===== src/rtl/apb_master_mux.sv =====
// ---------------------------------------------------------------------------
// apb_master_mux
// APB4 master between the CPU MEM-stage load/store port and NUM_SLV APB
// slaves. Accepts one request at a time over a valid/ready handshake,
// decodes the slave index from req_addr[SLV_SEL_LSB +: SW] into a one-hot
// PSEL, runs the SETUP/ACCESS sequence and returns a one-cycle response
// pulse carrying read data and an error flag (slave error, decode error or
// wait-state timeout). All APB outputs and response outputs are registered.
//
// Ports
//   PCLK, PRESETn        clock / synchronous active-high reset (1 = reset)
//   req_*                CPU request channel (valid/ready)
//   rsp_*                CPU response pulse (no backpressure)
//   PADDR..PSTRB         registered APB master outputs
//   PRDATA/PREADY/PSLVERR  per-slave inputs, slave i in slice i
// ---------------------------------------------------------------------------
module apb_master_mux #(
    parameter int ADDR_W      = 32,
    parameter int DATA_W      = 32,
    parameter int NUM_SLV     = 4,
    parameter int SLV_SEL_LSB = 12,
    parameter int TIMEOUT     = 16
) (
    input  logic                      PCLK,
    input  logic                      PRESETn,
    input  logic                      req_valid,
    output logic                      req_ready,
    input  logic                      req_write,
    input  logic [ADDR_W-1:0]         req_addr,
    input  logic [DATA_W-1:0]         req_wdata,
    input  logic [DATA_W/8-1:0]       req_strb,
    output logic                      rsp_valid,
    output logic [DATA_W-1:0]         rsp_rdata,
    output logic                      rsp_err,
    output logic [ADDR_W-1:0]         PADDR,
    output logic [NUM_SLV-1:0]        PSEL,
    output logic                      PENABLE,
    output logic                      PWRITE,
    output logic [DATA_W-1:0]         PWDATA,
    output logic [DATA_W/8-1:0]       PSTRB,
    input  logic [NUM_SLV*DATA_W-1:0] PRDATA,
    input  logic [NUM_SLV-1:0]        PREADY,
    input  logic [NUM_SLV-1:0]        PSLVERR
);

    localparam int SW     = (NUM_SLV > 1) ? $clog2(NUM_SLV) : 1;
    localparam int STRB_W = DATA_W / 8;
    // Counter only needs to reach TIMEOUT-1: the abort fires on that cycle.
    localparam int CW     = (TIMEOUT > 1) ? $clog2(TIMEOUT) : 1;
    localparam logic [SW:0]   LP_NSLV     = (SW+1)'(NUM_SLV);
    localparam logic [CW-1:0] LP_CNT_LAST = CW'((TIMEOUT > 0) ? TIMEOUT - 1 : 0);

    typedef enum logic [1:0] {ST_IDLE, ST_SETUP, ST_ACCESS} state_t;

    state_t              r_state;
    state_t              w_state_n;
    logic [SW-1:0]       r_idx;
    logic [CW-1:0]       r_cnt;
    logic [CW-1:0]       w_cnt_n;
    logic                r_derr_pend;
    logic [ADDR_W-1:0]   r_paddr;
    logic [NUM_SLV-1:0]  r_psel;
    logic [NUM_SLV-1:0]  w_psel_n;
    logic                r_penable;
    logic                r_pwrite;
    logic [DATA_W-1:0]   r_pwdata;
    logic [STRB_W-1:0]   r_pstrb;
    logic                r_rsp_valid;
    logic                r_rsp_err;
    logic [DATA_W-1:0]   r_rsp_rdata;

    logic [SW-1:0]       w_req_idx;
    logic [SW-1:0]       w_idx_n;
    logic                w_req_ok;
    logic                w_sel_ready;
    logic                w_sel_err;
    logic [DATA_W-1:0]   w_sel_rdata;
    logic                w_timeout;
    logic                w_completing;
    logic                w_accept;
    logic                w_acc_ok;
    logic                w_acc_bad;
    logic                w_rsp_valid_n;
    logic                w_rsp_err_n;
    logic [DATA_W-1:0]   w_rsp_rdata_n;
    logic                w_derr_pend_n;

    assign w_req_idx = req_addr[SLV_SEL_LSB +: SW];
    assign w_req_ok  = ({1'b0, w_req_idx} < LP_NSLV);

    // Only the addressed slave's handshake and data are looked at.
    always_comb begin
        w_sel_ready = 1'b0;
        w_sel_err   = 1'b0;
        w_sel_rdata = '0;
        for (int i = 0; i < NUM_SLV; i++) begin
            if (r_idx == SW'(i)) begin
                w_sel_ready = PREADY[i];
                w_sel_err   = PSLVERR[i];
                w_sel_rdata = PRDATA[i*DATA_W +: DATA_W];
            end
        end
    end

    assign w_timeout    = (TIMEOUT > 0) && (r_state == ST_ACCESS) && !w_sel_ready
                          && (r_cnt == LP_CNT_LAST);
    assign w_completing = (r_state == ST_ACCESS) && (w_sel_ready || w_timeout);

    // A decode error accepted on a completion edge has its response deferred
    // by one cycle; new requests are held off until that response goes out.
    assign req_ready = ((r_state == ST_IDLE) && !r_derr_pend) || w_completing;
    assign w_accept  = req_valid && req_ready;
    assign w_acc_ok  = w_accept && w_req_ok;
    assign w_acc_bad = w_accept && !w_req_ok;

    always_comb begin
        w_state_n = r_state;
        case (r_state)
            ST_IDLE:   if (w_acc_ok) w_state_n = ST_SETUP;
            ST_SETUP:  w_state_n = ST_ACCESS;
            ST_ACCESS: if (w_completing) w_state_n = w_acc_ok ? ST_SETUP : ST_IDLE;
            default:   w_state_n = ST_IDLE;
        endcase

        w_idx_n = w_acc_ok ? w_req_idx : r_idx;
        for (int i = 0; i < NUM_SLV; i++) begin
            w_psel_n[i] = (w_state_n != ST_IDLE) && (w_idx_n == SW'(i));
        end

        w_cnt_n = r_cnt;
        if (w_completing) begin
            w_cnt_n = '0;
        end else if ((TIMEOUT > 0) && (r_state == ST_ACCESS) && !w_sel_ready) begin
            w_cnt_n = r_cnt + CW'(1);
        end

        w_derr_pend_n = w_acc_bad && w_completing;
        w_rsp_valid_n = w_completing || r_derr_pend || w_acc_bad;
        // Not ready while completing can only mean the timeout fired.
        w_rsp_err_n   = w_completing ? (!w_sel_ready || w_sel_err) : (r_derr_pend || w_acc_bad);
        w_rsp_rdata_n = (w_completing && w_sel_ready && !w_sel_err && !r_pwrite) ? w_sel_rdata : '0;
    end

    always_ff @(posedge PCLK) begin
        if (PRESETn) begin
            r_state <= ST_IDLE;
        end else begin
            r_state <= w_state_n;
        end
    end

    always_ff @(posedge PCLK) begin
        if (PRESETn) begin
            r_idx       <= '0;
            r_cnt       <= '0;
            r_derr_pend <= 1'b0;
            r_paddr     <= '0;
            r_psel      <= '0;
            r_penable   <= 1'b0;
            r_pwrite    <= 1'b0;
            r_pwdata    <= '0;
            r_pstrb     <= '0;
            r_rsp_valid <= 1'b0;
            r_rsp_err   <= 1'b0;
            r_rsp_rdata <= '0;
        end else begin
            r_cnt       <= w_cnt_n;
            r_derr_pend <= w_derr_pend_n;
            r_psel      <= w_psel_n;
            r_penable   <= (w_state_n == ST_ACCESS);
            r_rsp_valid <= w_rsp_valid_n;
            r_rsp_err   <= w_rsp_valid_n && w_rsp_err_n;
            r_rsp_rdata <= w_rsp_rdata_n;
            if (w_acc_ok) begin
                r_idx    <= w_req_idx;
                r_paddr  <= req_addr;
                r_pwrite <= req_write;
                r_pwdata <= req_write ? req_wdata : '0;
                r_pstrb  <= req_write ? req_strb : '0;
            end else if (w_state_n == ST_IDLE) begin
                r_paddr  <= '0;
                r_pwrite <= 1'b0;
                r_pwdata <= '0;
                r_pstrb  <= '0;
            end
        end
    end

    assign PADDR     = r_paddr;
    assign PSEL      = r_psel;
    assign PENABLE   = r_penable;
    assign PWRITE    = r_pwrite;
    assign PWDATA    = r_pwdata;
    assign PSTRB     = r_pstrb;
    assign rsp_valid = r_rsp_valid;
    assign rsp_err   = r_rsp_err;
    assign rsp_rdata = r_rsp_rdata;

endmodule


===== config.mk =====
export PLATFORM = sky130hd
export DESIGN_NAME = apb_master_mux
export DESIGN_NICKNAME = d
export VERILOG_FILES = /design/src/rtl/apb_master_mux.sv
export SDC_FILE = /design/constraint.sdc
export NUM_CORES = 1
export LEC_CHECK = 0
export ABC_AREA = 1
export CORE_AREA = 2 2 123 125
export CTS_BUF_LIST = sky130_fd_sc_hd__clkbuf_8
export DETAILED_ROUTE_END_ITERATION = 16
export DIE_AREA = 0 0 125 127
export GPL_TIMING_DRIVEN = 0
export PLACE_DENSITY = 0.84
export SETUP_SLACK_MARGIN = 0.2
export SLEW_MARGIN = 20
export SYNTH_ARGS = -nofsm -noshare
export SYNTH_HDL_FRONTEND = slang
export SYNTH_SLANG_ARGS = --single-unit

===== constraint.sdc =====
create_clock -name PCLK -period 2.1 [get_ports PCLK]
set_clock_uncertainty 0.05 [all_clocks]
set_input_delay 0.42 -clock PCLK [delete_from_list [all_inputs] [get_ports PCLK]]
set_output_delay 0.42 -clock PCLK [all_outputs]
set_load 0.01 [all_outputs]

== Word-level counts from Yosys, hierarchy flattened ==
Cells that the tools add are included.

* Register bits after elaboration: 116
* Input port bits: 208
* Output and inout port bits: 109
* Logic and storage cells: 77

* $add $sub $neg: 1
* Eq/ne operators: 10
* Multiplexer cells: 27
* Bitwise gates (word level): 1
* Reduce and logical (&&, ||, !) cells: 26

{| class="wikitable"
|+ Operator list
! cell !! count
|-
| 2-to-1 mux 32 bit || 8
|-
| equality test 2 bit, second input constant || 6
|-
| logical AND 1 bit || 12
|-
| 2-to-1 mux 1 bit || 12
|-
| 2-to-1 mux 4 bit || 3
|-
| logical NOT 2 bit || 4
|-
| equality test 2 x 1 -> 1 bit, second input constant || 3
|-
| 2-to-1 mux 2 bit || 3
|-
| one-hot mux 2 bit (3 select lines) || 1
|-
| adder 4 x 1 -> 4 bit, second input constant || 1
|-
| equality test 4 bit, second input constant || 1
|-
| nonzero test 2 bit || 2
|-
| OR reduction 2 bit || 2
|-
| logical NOT 1 bit || 3
|-
| logical OR 1 bit || 3
|-
| inverter 1 bit || 1
|}

== Depth between registers and ports, before layout ==
Gate-level depths: netlist of run 1.

* Depth after elaboration: 18
* Depth in mapped cells: 12
* Mapped depth without buffers: 11

== Worst setup path before layout of run 1 ==
Ideal clock, no wire load.

* Path kind: reg2reg
* Start: register r_idx[0]
* End: register r_paddr[0] (netlist: PADDR[0])
* Setup time: 112 ps
* Data arrival time: 1441 ps
* Data required time: 1938 ps
* Path slack: 497 ps
* Cell stages (with the launch flop): 12
* Path buffers: 1
* Period minus slack after synthesis: 1603 ps
* Path through: dfxtp_1 -> nand2_1 -> or2_1 -> nand2_2 -> nand3_2 -> nand2_1 -> inv_1 -> nand3_1 -> inv_1 -> buf_2 -> nand2_1 -> nand2_1

* Cells in the longest elaborated chain, start to end: 17
* Elaborated cells on any way between the ends: 22
* Those cells by class: eq/ne (3); mux (9); reduce/logical (10)

{| class="wikitable"
|+ Ends and longest elaborated chain
! element !! RTL line !! source
|-
| start: declaration || 57 || <nowiki>logic [SW-1:0] r_idx;</nowiki>
|-
| start signal: assignment || 175 || <nowiki>r_idx <= w_req_idx;</nowiki>
|-
| logical NOT 2 bit || 97 || <nowiki>if (r_idx == SW'(i)) begin</nowiki>
|-
| 2-to-1 mux 1 bit (3 in a row) || 97 ||
|-
| 2-to-1 mux 1 bit (*) || 97 ||
|-
| logical NOT 1 bit || 105 || <nowiki>assign w_timeout = (TIMEOUT > 0) && (r_state == ST_ACCESS) && !w_sel_ready</nowiki>
|-
| logical AND 1 bit || 105 ||
|-
| logical AND 1 bit || 106 || <nowiki>&& (r_cnt == LP_CNT_LAST);</nowiki>
|-
| logical OR 1 bit (*) || 107 || <nowiki>assign w_completing = (r_state == ST_ACCESS) && (w_sel_ready || w_timeout);</nowiki>
|-
| logical AND 1 bit (*) || 107 ||
|-
| logical OR 1 bit (*) || 111 || <nowiki>assign req_ready = ((r_state == ST_IDLE) && !r_derr_pend) || w_completing;</nowiki>
|-
| via req_ready || 27 || <nowiki>output logic req_ready,</nowiki>
|-
| logical AND 1 bit (*) || 112 || <nowiki>assign w_accept = req_valid && req_ready;</nowiki>
|-
| 2-to-1 mux 1 bit || 121 || <nowiki>ST_ACCESS: if (w_completing) w_state_n = w_acc_ok ? ST_SETUP : ST_IDLE;</nowiki>
|-
| 2-to-1 mux 2 bit || 121 ||
|-
| one-hot mux 2 bit (3 select lines) || 118 || <nowiki>case (r_state)</nowiki>
|-
| logical NOT 2 bit || 180 || <nowiki>end else if (w_state_n == ST_IDLE) begin</nowiki>
|-
| nonzero test 2 bit (no source line) || n/a ||
|-
| end signal: assignment || 176 || <nowiki>r_paddr <= req_addr;</nowiki>
|-
| end: declaration || 61 || <nowiki>logic [ADDR_W-1:0] r_paddr;</nowiki>
|}

Mark *: on every way through the listed nets, which the timed path passes. The rest lies on a longest branch.
A chain may end at the register's enable or synchronous reset.

== Worst setup path after layout of run 1 ==
* Start: register r_idx[0]
* End: output port req_ready

* Cells in the longest elaborated chain, start to end: 11
* Elaborated cells on any way between the ends: 14
* Those cells by class: eq/ne (3); mux (4); reduce/logical (7)

{| class="wikitable"
|+ Ends and longest elaborated chain
! element !! RTL line
|-
| logical NOT 2 bit || 97
|-
| 2-to-1 mux 1 bit (3 in a row) || 97
|-
| 2-to-1 mux 1 bit (*) || 97
|-
| logical NOT 1 bit || 105
|-
| logical AND 1 bit || 105
|-
| logical AND 1 bit || 106
|-
| logical OR 1 bit (*) || 107
|-
| logical AND 1 bit (*) || 107
|-
| logical OR 1 bit (*) || 111
|-
| end: declaration || 27
|}

Every way passes the cells marked *; elsewhere a longest branch is shown, timed or not.

==> flow_metrics.tcl, run 1 <==
set metrics [dict create \
    cts_max_level 4 \
    hold_end "rsp_valid$_SDFF_PP0_" \
    r2r_end "PWDATA[26]$_SDFFE_PP0P_" \
    num_vias 5655 \
    critPathMaxFanout 5 \
    layout_setup_ws_ns 0.121 \
    worst_setup_path_start_kind "flip-flop" \
    crit_type "reg -> out" \
    p_leak_uw 0.00384 \
    synth-edff-count 0 \
    syn_area_per_cell_sq_um 7.26 \
    ir_worst_vdd_uv 473 \
    initial_core_util 0.314 \
    final-setup-viol-count 0 \
    synth.largest_area_cell "dfxtp_1" \
    drtIter0Drc 341 \
    dp.cells 1123 \
    reg2reg_slack_ns 0.17 \
    core_area_sq_um 14400 \
    ys_warn_count 0 \
    seq_area_sq_um 2330 \
    synthesis.area_sq_um 4530 \
    finalWeightedCongestion 0.928 \
    hold_depth 2 \
    pre_cts_ws_ns -0.413 \
    path_cells "nand2_4 -> or2_4 -> nand2_4 -> nand3_4 -> nand2_4 -> inv_2 -> buf_6" \
    final_antenna_net_count 0 \
    synthCells 624 \
    clock_latency_ns 0.43 \
    tightest_slew_ns 0.561 \
    port_buffers 315 \
    grt_max_degree 17 \
    die_h_um 127 \
    critical-path-max-stage-delay_ns 0.40 \
    drc_errors 0 \
    status "finished clean" \
    synth_nets 833 \
    maxCapViolCount 0 \
    async_reset_ff_frac 0 \
    max_freq_mhz 505 \
    reg2reg_depth 14 \
    synth_top_area_share 0.513 \
    grtUsageTotal 0.240 \
    crit_arrival_ns 1.51 \
    synth_area_leaders "dfxtp_1, nand2_1, nand3_1, o21ai_0, nor2_1" \
    synth.ff_latch_count 116 \
    hpwl_um 15000 \
    rows 44 \
    grt_first_pass_wirelength_um 29700 \
    die_w_um 125 \
    nFillCells 1207 \
    tritoncts "yes" \
    final_cells 1189 \
    yosysSeqAreaShare 0.513 \
    clkSinkCount 116 \
    syn_to_final_growth_pct 99.0 \
    endpoint_kind "output port" \
    vias_per_cell 4.76 \
    drt_pass1_iterations 8 \
    drive_gt1_frac 0.137 \
    power_density_nw_per_um2 626 \
    cpMostUsedCell "nand2_4" \
    clk_path_buf_depth 2 \
    rsz0062_at_grt "yes" \
    hp-class "in -> reg" \
    timing.final.crit_share 0.942 \
    ios 317 \
    dieArea_sq_um 15900 \
    clkSlewWorstSetupHoldPaths_ns 0.07 \
    maxSlewHeadroom 0.626 \
    antenna_found_initial 2 \
    hold_start "PRESETn" \
    numCtsBuffers 17 \
    cts-root-buf "clkbuf_8" \
    multi_input_area_sq_um 2150 \
    ys.flop_type "dfxtp_1" \
    critPathSlowestCell "dfxtp_4" \
    wirelength_um 20200 \
    hold_viol 0 \
    slew_viol_final 0 \
    cp.required_ns 1.63 \
    rr_startpoint "r_idx[0]$_SDFF_PP0_" \
    synth_cell_types 24 \
    postCtsHoldBufs 0 \
    layout_min_cycle_time_ns 1.98 \
    grt_pass1_vias 5624 \
    avgRoutedWirePerCell_um 17.0 \
    final_nets 1199 \
    grt-ovfl-total 0 \
]
-- layer usage --
layer	share of wire	up-vias	routed length [um]	GRT usage
met1	0.37	2588	7520	0.259
li1	-	2748	-	-
met3	0.088	33	1770	0.0750
met4	0.025	0	496	0.103
met2	0.51	286	10400	0.435
met5	0	-	0	0
-- flip-flops by register name, summed over array words and instances, names as in the netlist --
register	flops
rsp_err	1
rsp_valid	1
PENABLE	1
PWDATA	32
rsp_rdata	32
r_cnt	4
PWRITE	1
r_idx	2
PSTRB	4
PADDR	32
PSEL	4
r_state	2
-- worst max-delay path by stage --
stage               depth (start not counted)                     to                 from  slack (ns)
global placement                            8              req_ready            PREADY[2]       -0.41
finish                                      7              req_ready  r_idx[0]$_SDFF_PP0_        0.12
floorplan                                  11  PADDR[0]$_SDFFE_PP0P_  r_idx[0]$_SDFF_PP0_        0.50
detailed placement                          8              req_ready            PREADY[1]       -0.41
global route                                7              req_ready  r_idx[0]$_SDFF_PP0_        0.04
CTS                                         7              req_ready  r_idx[1]$_SDFF_PP0_        0.08
-- critical path: cells and delay by family (launching register included) --
kind	cells	cell delay, ns
buf+inv	2	0.15
simple gates	5	0.52
flops	1	0.40
-- what timing repair did --
action / CTS / global route
pin swaps: 5 / 16
setup buffers: 11 / 13
resized for setup: 35 / 87
setup endpoints to repair: 102 / 97
gates cloned: 1 / 7
-- report_power, final --
group          internal [uW]  total [uW]  switching, uW  leakage, uW
Sequential              2270        2320           47.2     0.000945
Combinational            686        1160            475      0.00269
Clock                   1190        2160            966     0.000200
-- final cells by class --
type | instances | area share
Timing Repair Buffer | 347 | 0.394
Sequential cell | 116 | 0.259
Multi-Input combinational cell | 458 | 0.239
Buffer | 38 | 0.0322
Clock buffer | 18 | 0.0275
Tap cell | 184 | 0.0255
Clock inverter | 14 | 0.0180
Inverter | 12 | 0.00500
Antenna cell | 2 | 0.000555
-- through the flow --
stage	hold slack, ns	instance area, sq um	util	TNS [ns]	power [uW]
5_1_grt	0.410	9010	0.625	0	5880
2_1_floorplan	0.408	4530	-	0	2700
6_report	0.383	9010	0.625	0	5640
4_1_cts	0.377	8520	0.590	0	5570
3_3_place_gp	0.385	7910	0.549	-19.64	3340
3_5_place_dp	0.389	7910	0.549	-21.47	3350
-- cell usage in the layout (no fill, tap or decap), types with 2 or more instances in the layout --
cell type	instances
clkinv_2	2
nand2_2	24
clkbuf_8	18
nand3_4	2
inv_1	11
nor2_1	39
buf_8	9
nand2_4	4
clkbuf_2	6
clkbuf_16	7
buf_2	4
nor2_4	4
a41oi_1	2
nand3_1	79
o21ai_0	58
nand2_1	224
buf_6	11
nand4_1	3
nand3_2	4
a21oi_1	4
buf_4	19
inv_2	3
dfxtp_1	113
clkdlybuf4s50_1	314
o21ai_1	2
clkinvlp_4	5
diode_2	2
buf_1	3
dfxtp_4	2
bufinv_16	3
clkbuf_1	11
-- cell families (layout without fill, tap and decap cells) --
kind of cell	Yosys count	in the layout	share of synthesized area
AOI/OAI and AO/OA	69	69	0.0793
buffers and inverters	50	429	0.0492
and+or+nand+nor	387	387	0.354
adders and majority gates	1	1	0.00276
DFF	116	116	0.513
other	0	2	0
xor gates and xnor gates	1	1	0.00193
-- synth_stat cells, types with 2 or more instances --
cell type  number
a21oi_1         4
a41oi_1         3
buf_1           3
buf_2           7
buf_4           7
clkbuf_1       21
dfxtp_1       116
inv_1          12
nand2_1       251
nand2_2         2
nand3_1        83
nand3_2         2
nand4_1         3
nor2_1         40
nor2_4          2
o21ai_0        59
o21ai_1         2
Note: power is estimated with default switching activity, not from simulation.
==> run 2, diff against run 1 <==
==> constraint.sdc (replaced) <==
create_clock -name PCLK -period 2.1 [get_ports PCLK]
set_clock_uncertainty 0.05 [all_clocks]
set_input_delay 0.21 -clock PCLK [delete_from_list [all_inputs] [get_ports PCLK]]
set_output_delay 0.21 -clock PCLK [all_outputs]
set_load 0.01 [all_outputs]
==> run 2 against run 1 <==
  * Global-route usage is 0.24 points lower
  * Worst setup slack improved by 0.14 ns
  * Routed wire length shrank 2.5%
  * First-iteration DRC count grew 4.4%
  * Sequential cell count is the same
  * Highest routed layer unchanged
  * Cell count shrank 1.3%
  * Core utilization decreased by 2.1 points
  * Final area decreased by 3.4%
==> flow_metrics.tcl, run 2 (synthesis results as in run 1) <==
set metrics [dict create \
    cp.depth 7 \
    cpMostUsedCell "nand2_4" \
    drive_gt1_frac 0.0931 \
    avgRoutedWirePerCell_um 16.8 \
    layout_min_cycle_time_ns 1.84 \
    hpwl_um 15000 \
    port_buffers 315 \
    vias_per_cell 4.72 \
    tritoncts "yes" \
    clkSlewWorstSetupHoldPaths_ns 0.07 \
    switchingPower_uw 1470 \
    crit_arrival_ns 1.58 \
    final_cell_mix "clkdlybuf4s50_1, nand2_1, dfxtp_1" \
    power.internal_uw 4110 \
    clk_path_buf_depth 2 \
    multi_input_area_sq_um 2080 \
    critical-path-max-stage-delay_ns 0.40 \
    setup_tns_ns 0 \
    crit_family "simple AND/OR/NAND/NOR gates" \
    crit_buf_inv 2 \
    path_cells "nand2_4 -> or2_4 -> nand2_4 -> nand3_4 -> nand2_4 -> inv_2 -> buf_6" \
    pwr-share-seq 0.415 \
    p_clk_frac 0.388 \
    critPathMaxFanout 6 \
    worst_setup_path_start_kind "flip-flop" \
    rr_startpoint "r_idx[1]$_SDFF_PP0_" \
    hold_ws_ns 0.175 \
    postCtsHoldBufs 0 \
    final-setup-viol-count 0 \
    hold_viol 0 \
    critPathSlowestCell "dfxtp_4" \
    drtIter0Drc 356 \
    grt_first_pass_wirelength_um 29400 \
    status "finished clean" \
    timing.final.crit_share 0.877 \
    rsz0062_at_grt "yes" \
    cts-root-buf "clkbuf_8" \
    dieArea_sq_um 15900 \
    power_density_nw_per_um2 640 \
    grt-ovfl-total 0 \
    numCtsBuffers 17 \
    fin_util 0.604 \
    antenna_found_initial 2 \
    crit_start "r_idx[0]$_SDFF_PP0_" \
    rows 44 \
    hold_depth 2 \
    grtUsageTotal 0.238 \
    die_w_um 125 \
    cp.required_ns 1.84 \
    grt_max_degree 17 \
    switching_share 0.263 \
    final_common_cell "clkdlybuf4s50_1" \
    clock_latency_ns 0.43 \
    cts_max_level 4 \
    crit_type "reg -> out" \
    syn_to_final_growth_pct 92.3 \
    p_leak_uw 0.00368 \
    maxCapViolCount 0 \
    reg2reg_depth 12 \
    seq_area_sq_um 2330 \
    endpoint_kind "output port" \
    max_freq_mhz 543 \
    drc_errors 0 \
    ios 317 \
    finalWeightedCongestion 0.928 \
    maxSlewHeadroom 0.621 \
    wirelength_um 19700 \
    final_antenna_net_count 0 \
    num_vias 5542 \
    hp-class "in -> reg" \
    drt_pass1_iterations 6 \
    final_nets 1184 \
    initial_core_util 0.314 \
    ir_worst_vdd_uv 444 \
    clkSinkCount 116 \
    comb_power_share 0.197 \
    slew_viol_final 0 \
    reg2reg_slack_ns 0.27 \
    nFillCells 1237 \
    tightest_slew_ns 0.568 \
    die_h_um 127 \
    core_area_sq_um 14400 \
    grt_pass1_vias 5542 \
    hold_start "PRESETn" \
]
==> run 2: cell count changes in the layout (fill, tap and decap cells not counted), moves of 2 or more <==
cell,before,now
nand3_1,79,77
clkbuf_16,7,1
clkbuf_1,11,13
buf_4,19,12
buf_6,11,7
nand2_1,224,249
inv_1,11,13
inv_2,3,1
nand2_2,24,0
==> run 2: per-stage QoR <==
| step | instance area, sq um | power, uW | cells | worst slack, ns |
|---|---|---|---|---|
| 2_1_floorplan | 4530 | 2700 | 624 | 0.497 |
| 3_5_place_dp | 7910 | 3350 | 1123 | -0.0814 |
| 6_report | 8710 | 5580 | 1174 | 0.257 |
| 5_1_grt | 8710 | 5800 | 1174 | 0.158 |
| 3_3_place_gp | 7910 | 3340 | 1123 | -0.0496 |
| 4_1_cts | 8410 | 5540 | 1158 | 0.159 |
==> run 2: what timing repair did <==
action                                  4_1_cts  5_1_grt
setup buffers                                 3       12
endpoints found under the setup margin      102       98
gates resized for setup                      22       54
pin swaps                                     2        6
hold endpoints to repair                      0        0
cloned                                        0        2
==> run 2: cell type report <==
class,instances,share of cell area
Antenna cell,2,0.000575
Buffer,38,0.0312
Clock buffer,18,0.0284
Clock inverter,14,0.0187
Inverter,12,0.00517
Multi-Input combinational cell,458,0.239
Sequential cell,116,0.268
Tap cell,184,0.0264
Timing Repair Buffer,332,0.383
==> run 2: metal layers <==
layer / vias to the layer above / share of wire / wire length [um] / GRT usage
met3: 37 / 0.090 / 1760 / 0.0758
met4: 0 / 0.030 / 590 / 0.0948
met2: 275 / 0.50 / 9880 / 0.434
met5: - / 0 / 0 / 0
li1: 2716 / - / - / -
met1: 2514 / 0.38 / 7440 / 0.256
==> run 2: worst reg2reg max path: cells and delay by family (launching register included) <==
kind	cells	cell delay (ns)
simple gates	8	0.85
buf+inv	4	0.50
flops	1	0.39
==> run 2: power by group through the flow <==
stage	clock (uW)	sequential (uW)	combinational (uW)
5_1_grt	2290	2320	1190
3_5_place_dp	0	2360	989
3_3_place_gp	0	2360	985
4_1_cts	2210	2310	1020
2_1_floorplan	0	2390	307
6_report	2160	2320	1100
==> run 2: path summary, 6_finish.rpt <==
check	end
setup / recovery	req_ready
hold / removal	rsp_valid$_SDFF_PP0_
hold reg to reg	PADDR[26]$_SDFFE_PP0P_
setup reg to reg	PWDATA[8]$_SDFFE_PP0P_
==> edit 1, RTL diff (flow settings as in run 2) <==
Change the parameter `ADDR_W` from 32 to 40.
--- a/src/rtl/apb_master_mux.sv
+++ b/src/rtl/apb_master_mux.sv
@@ -16,5 +16,5 @@
 // ---------------------------------------------------------------------------
 module apb_master_mux #(
-    parameter int ADDR_W      = 32,
+    parameter int ADDR_W      = 40,
     parameter int DATA_W      = 32,
     parameter int NUM_SLV     = 4,
Interface: changed (resized PADDR and req_addr); port bits go from 317 to 333. No check against the original RTL was run, so the function may have changed too.
==> edit 1 against run 2 <==
Largest cell class unchanged. Worst setup slack improved by 11 ps. Sequential cell count rose by 8. Clock power rose by 4%. Area after synthesis rose by 6.4%. First-iteration DRC count fell by 35%. Routed wire length rose by 3.3%. Design area rose by 3.3%. Power rose by 4.3%. Count of clock-buffer cells in the layout fell by 1.
==> edit 1: results (changes against run 2) <==
vias in the first global route 5939 (+7.2%); met1 Usage GRT 0.246 (-0.0100); reg2reg end PWDATA[27]; pre-CTS setup slack -83.4 ps (-2.02 ps); drt pass-1 iters 5 (-1); DR iter-0 viols 231 (-35%); top cells by count, synth nand2_1 (274), dfxtp_1 (124), nand3_1 (82), o21ai_0 (63), nor2_1 (41); Clock Latency Late Sink 430 ps (about the same); first-pass GRT wire length 30700 um (+4.5%); M2 GR Usage 0.459 (+0.0253); Post-DP Area 8360 um^2 (+5.7%); post-DP HPWL 15900 um (+6.0%); MaxCap Viol Count 0 (unchanged); # port buffers 331 (+5.1%); Via density 4.67 (-1.1%); maximum VDD drop 494 uV (+11%); leading post-synthesis cells by cell area dfxtp_1 (51%), nand2_1 (21%), nand3_1 (8.5%); post-cts sizing count 18 (-18%); hold path endpoint PENABLE; delay of the slowest critical-path stage 370 ps (-30 ps); Synth Area in XOR/XNOR 0.00182 (-0.000116); Final Cycle Share 0.872 (-0.00538); status finished, final reports clean; WL/cell 16.6 um (-0.97%); Overall Global Routing Usage 0.247 (+0.00945); Mapped Nets 876 (+5.2%); LEAKAGE 3.84 nW (+4.4%); Adder-Cell Fraction of Synth Area 0.00260 (-0.000166); sequential share of the synthesized area 0.515 (+0.00236); worst-path maximum fanout 10 (+4); Finished Cell Area 9000 um^2 (+3.3%); dpl cells 1174 (+4.5%); syn_area_per_cell 7.32 um^2 (+0.76%); met2 WL 10600 um (+7.0%); final hold slack 132 ps (-42.7 ps); Setup crit start r_idx[1]; met3 Resource Use GR 0.0976 (+0.0218); worst rel slew slack 0.571 (-0.0505); met3 WL 1830 um (+3.5%); layout cells sized above 1 0.0898 (-0.00335); synth unique cells 26 (+8.3%); largest net degree at the start of global routing 17 (unchanged); met1 WL 7430 um (-0.15%); antenna violations before repair 5 (+3); r2r worst-path depth 11 (-1); fillers 1297 (+4.9%); mux cell area share after synthesis 0 (unchanged); Final Routed Wirelength 20300 um (+3.3%); postcts setup bufs 7 (+4); GP Congestion 0.866 (-6.7%); Net Sw Power 1.56 mW (+6.0%); Synth Area in Compound Gates 0.0747 (-0.00451)
-- edit 1: cell types whose count changed in the layout (fill, tap and decap cells not counted), sizes merged, moves of 2 or more --
cell           change
clkbuf             +6
diode              +3
clkinv             +3
clkinvlp           -2
buf                -8
dfxtp              +8
nand2             +24
o21ai              +2
clkdlybuf4s50     +16
-- edit 1: layout make-up --
class	instances	area share
Timing Repair Buffer	345	0.380
Clock buffer	17	0.0260
Buffer	40	0.0272
Clock inverter	15	0.0209
Multi-Input combinational cell	483	0.237
Antenna cell	5	0.00139
Inverter	12	0.00500
Tap cell	184	0.0256
Sequential cell	124	0.277
-- edit 1: power by group through the flow --
stage,Clock [mW],Sequential [mW],Combinational (mW)
finish,2.24,2.48,1.10
global route,2.41,2.49,1.19
CTS,2.30,2.48,1.08
detailed placement,0,2.53,1.05
global placement,0,2.53,1.04
floorplan,0,2.56,0.328
-- edit 1: worst max-delay path: cells and delay by family, from the launching register on --
family,cells,cell delay [ps]
flip-flops,1,370
AND/OR/NAND/NOR,5,440
buffers and inverters,3,320
==> edit 2, RTL diff (settings of run 2) <==
Without the edit above. Take the reset off `r_rsp_rdata` and load it in a clocked block of its own.
--- a/src/rtl/apb_master_mux.sv
+++ b/src/rtl/apb_master_mux.sv
@@ -163,5 +163,4 @@
             r_rsp_valid <= 1'b0;
             r_rsp_err   <= 1'b0;
-            r_rsp_rdata <= '0;
         end else begin
             r_cnt       <= w_cnt_n;
@@ -171,5 +170,4 @@
             r_rsp_valid <= w_rsp_valid_n;
             r_rsp_err   <= w_rsp_valid_n && w_rsp_err_n;
-            r_rsp_rdata <= w_rsp_rdata_n;
             if (w_acc_ok) begin
                 r_idx    <= w_req_idx;
@@ -187,4 +185,8 @@
     end
 
+    always_ff @(posedge PCLK) begin
+        r_rsp_rdata <= w_rsp_rdata_n;
+    end
+
     assign PADDR     = r_paddr;
     assign PSEL      = r_psel;
Formal check against the unedited RTL: differs if PRESETn is asserted again (counterexample within 4 cycles, from zero or initial values and one cycle with PRESETn high); with PRESETn held inactive, the same outputs for 10 cycles.
==> edit 2 against run 2 <==
Critical endpoint unchanged. Sequential cell count did not move. Power fell by 0.88%. Worst setup slack got worse by 37 ps. Count of clock-buffer cells in the layout did not move. Sequential power barely moved. Routed wire length fell by 4.9%. Design area fell by 2.1%. Area after synthesis barely moved. Synthesized cell count fell by 0.16%.
==> edit 2: results (changes against run 2) <==
Post-Layout Cell Count 1167 (-0.60%); maximum VDD drop 388 uV (-13%); GP Congestion 0.904 (-2.6%); Data arrival, critical path 1620 ps (+40 ps); dpl cells 1122 (-0.089%); met1 Usage GRT 0.247 (-0.00942); met3 WL 1800 um (+2.0%); Overall Global Routing Usage 0.232 (-0.00626); Synth Area in XOR/XNOR 0.00193 (about the same); r2r startpoint r_idx[0]; leading post-synthesis cells by cell area dfxtp_1 (51%), nand2_1 (21%), nand3_1 (9.1%); Synth Area in Compound Gates 0.0793 (about the same); met3 Resource Use GR 0.0896 (+0.0138); first-pass GRT wire length 28800 um (-2.0%); layout cells sized above 1 0.0875 (-0.00563); synth unique cells 25 (+4.2%); routed vias 5466 (-1.4%); final hold slack 104 ps (-71.1 ps); Mapped Nets 832 (-0.12%); syn_area_per_cell 7.27 um^2 (about the same); vias in the first global route 5626 (+1.5%); status finished, final reports clean; post-DP HPWL 14400 um (-3.9%); Slew @ Worst Pin 543 ps (-24.5 ps); met1 WL 7010 um (-5.8%); sequential share of the synthesized area 0.513 (about the same)
## edit 2: changes by cell type in the layout (fill, tap and decap cells not counted), sizes merged
cell	before	now
diode	2	0
clkinv	3	9
nand3	85	84
buf	35	32
inv	15	11
nand2	253	252
clkinvlp	5	2
nand3b	0	1
## edit 2: area by class of cell
type | count | area (um^2)
Sequential cell | 116 | 2330
Buffer | 39 | 234
Fill cell | 1303 | 5890
Tap cell | 184 | 230
Clock inverter | 14 | 161
Timing Repair Buffer | 328 | 3260
Multi-Input combinational cell | 457 | 2020
Clock buffer | 18 | 248
Inverter | 11 | 43.8
## edit 2: repair_timing
action,CTS,global route
hold endpoints to repair,0,0
resized for setup,16,34
endpoints found under the setup margin,108,97
setup buffers,4,9
pin swaps,2,7
## edit 2: report_power, final
| group | switching, mW | leakage, nW | internal (mW) |
|---|---|---|---|
| registers | 0.0426 | 0.944 | 2.28 |
| logic | 0.440 | 2.47 | 0.619 |
| clock network | 0.952 | 0.208 | 1.20 |
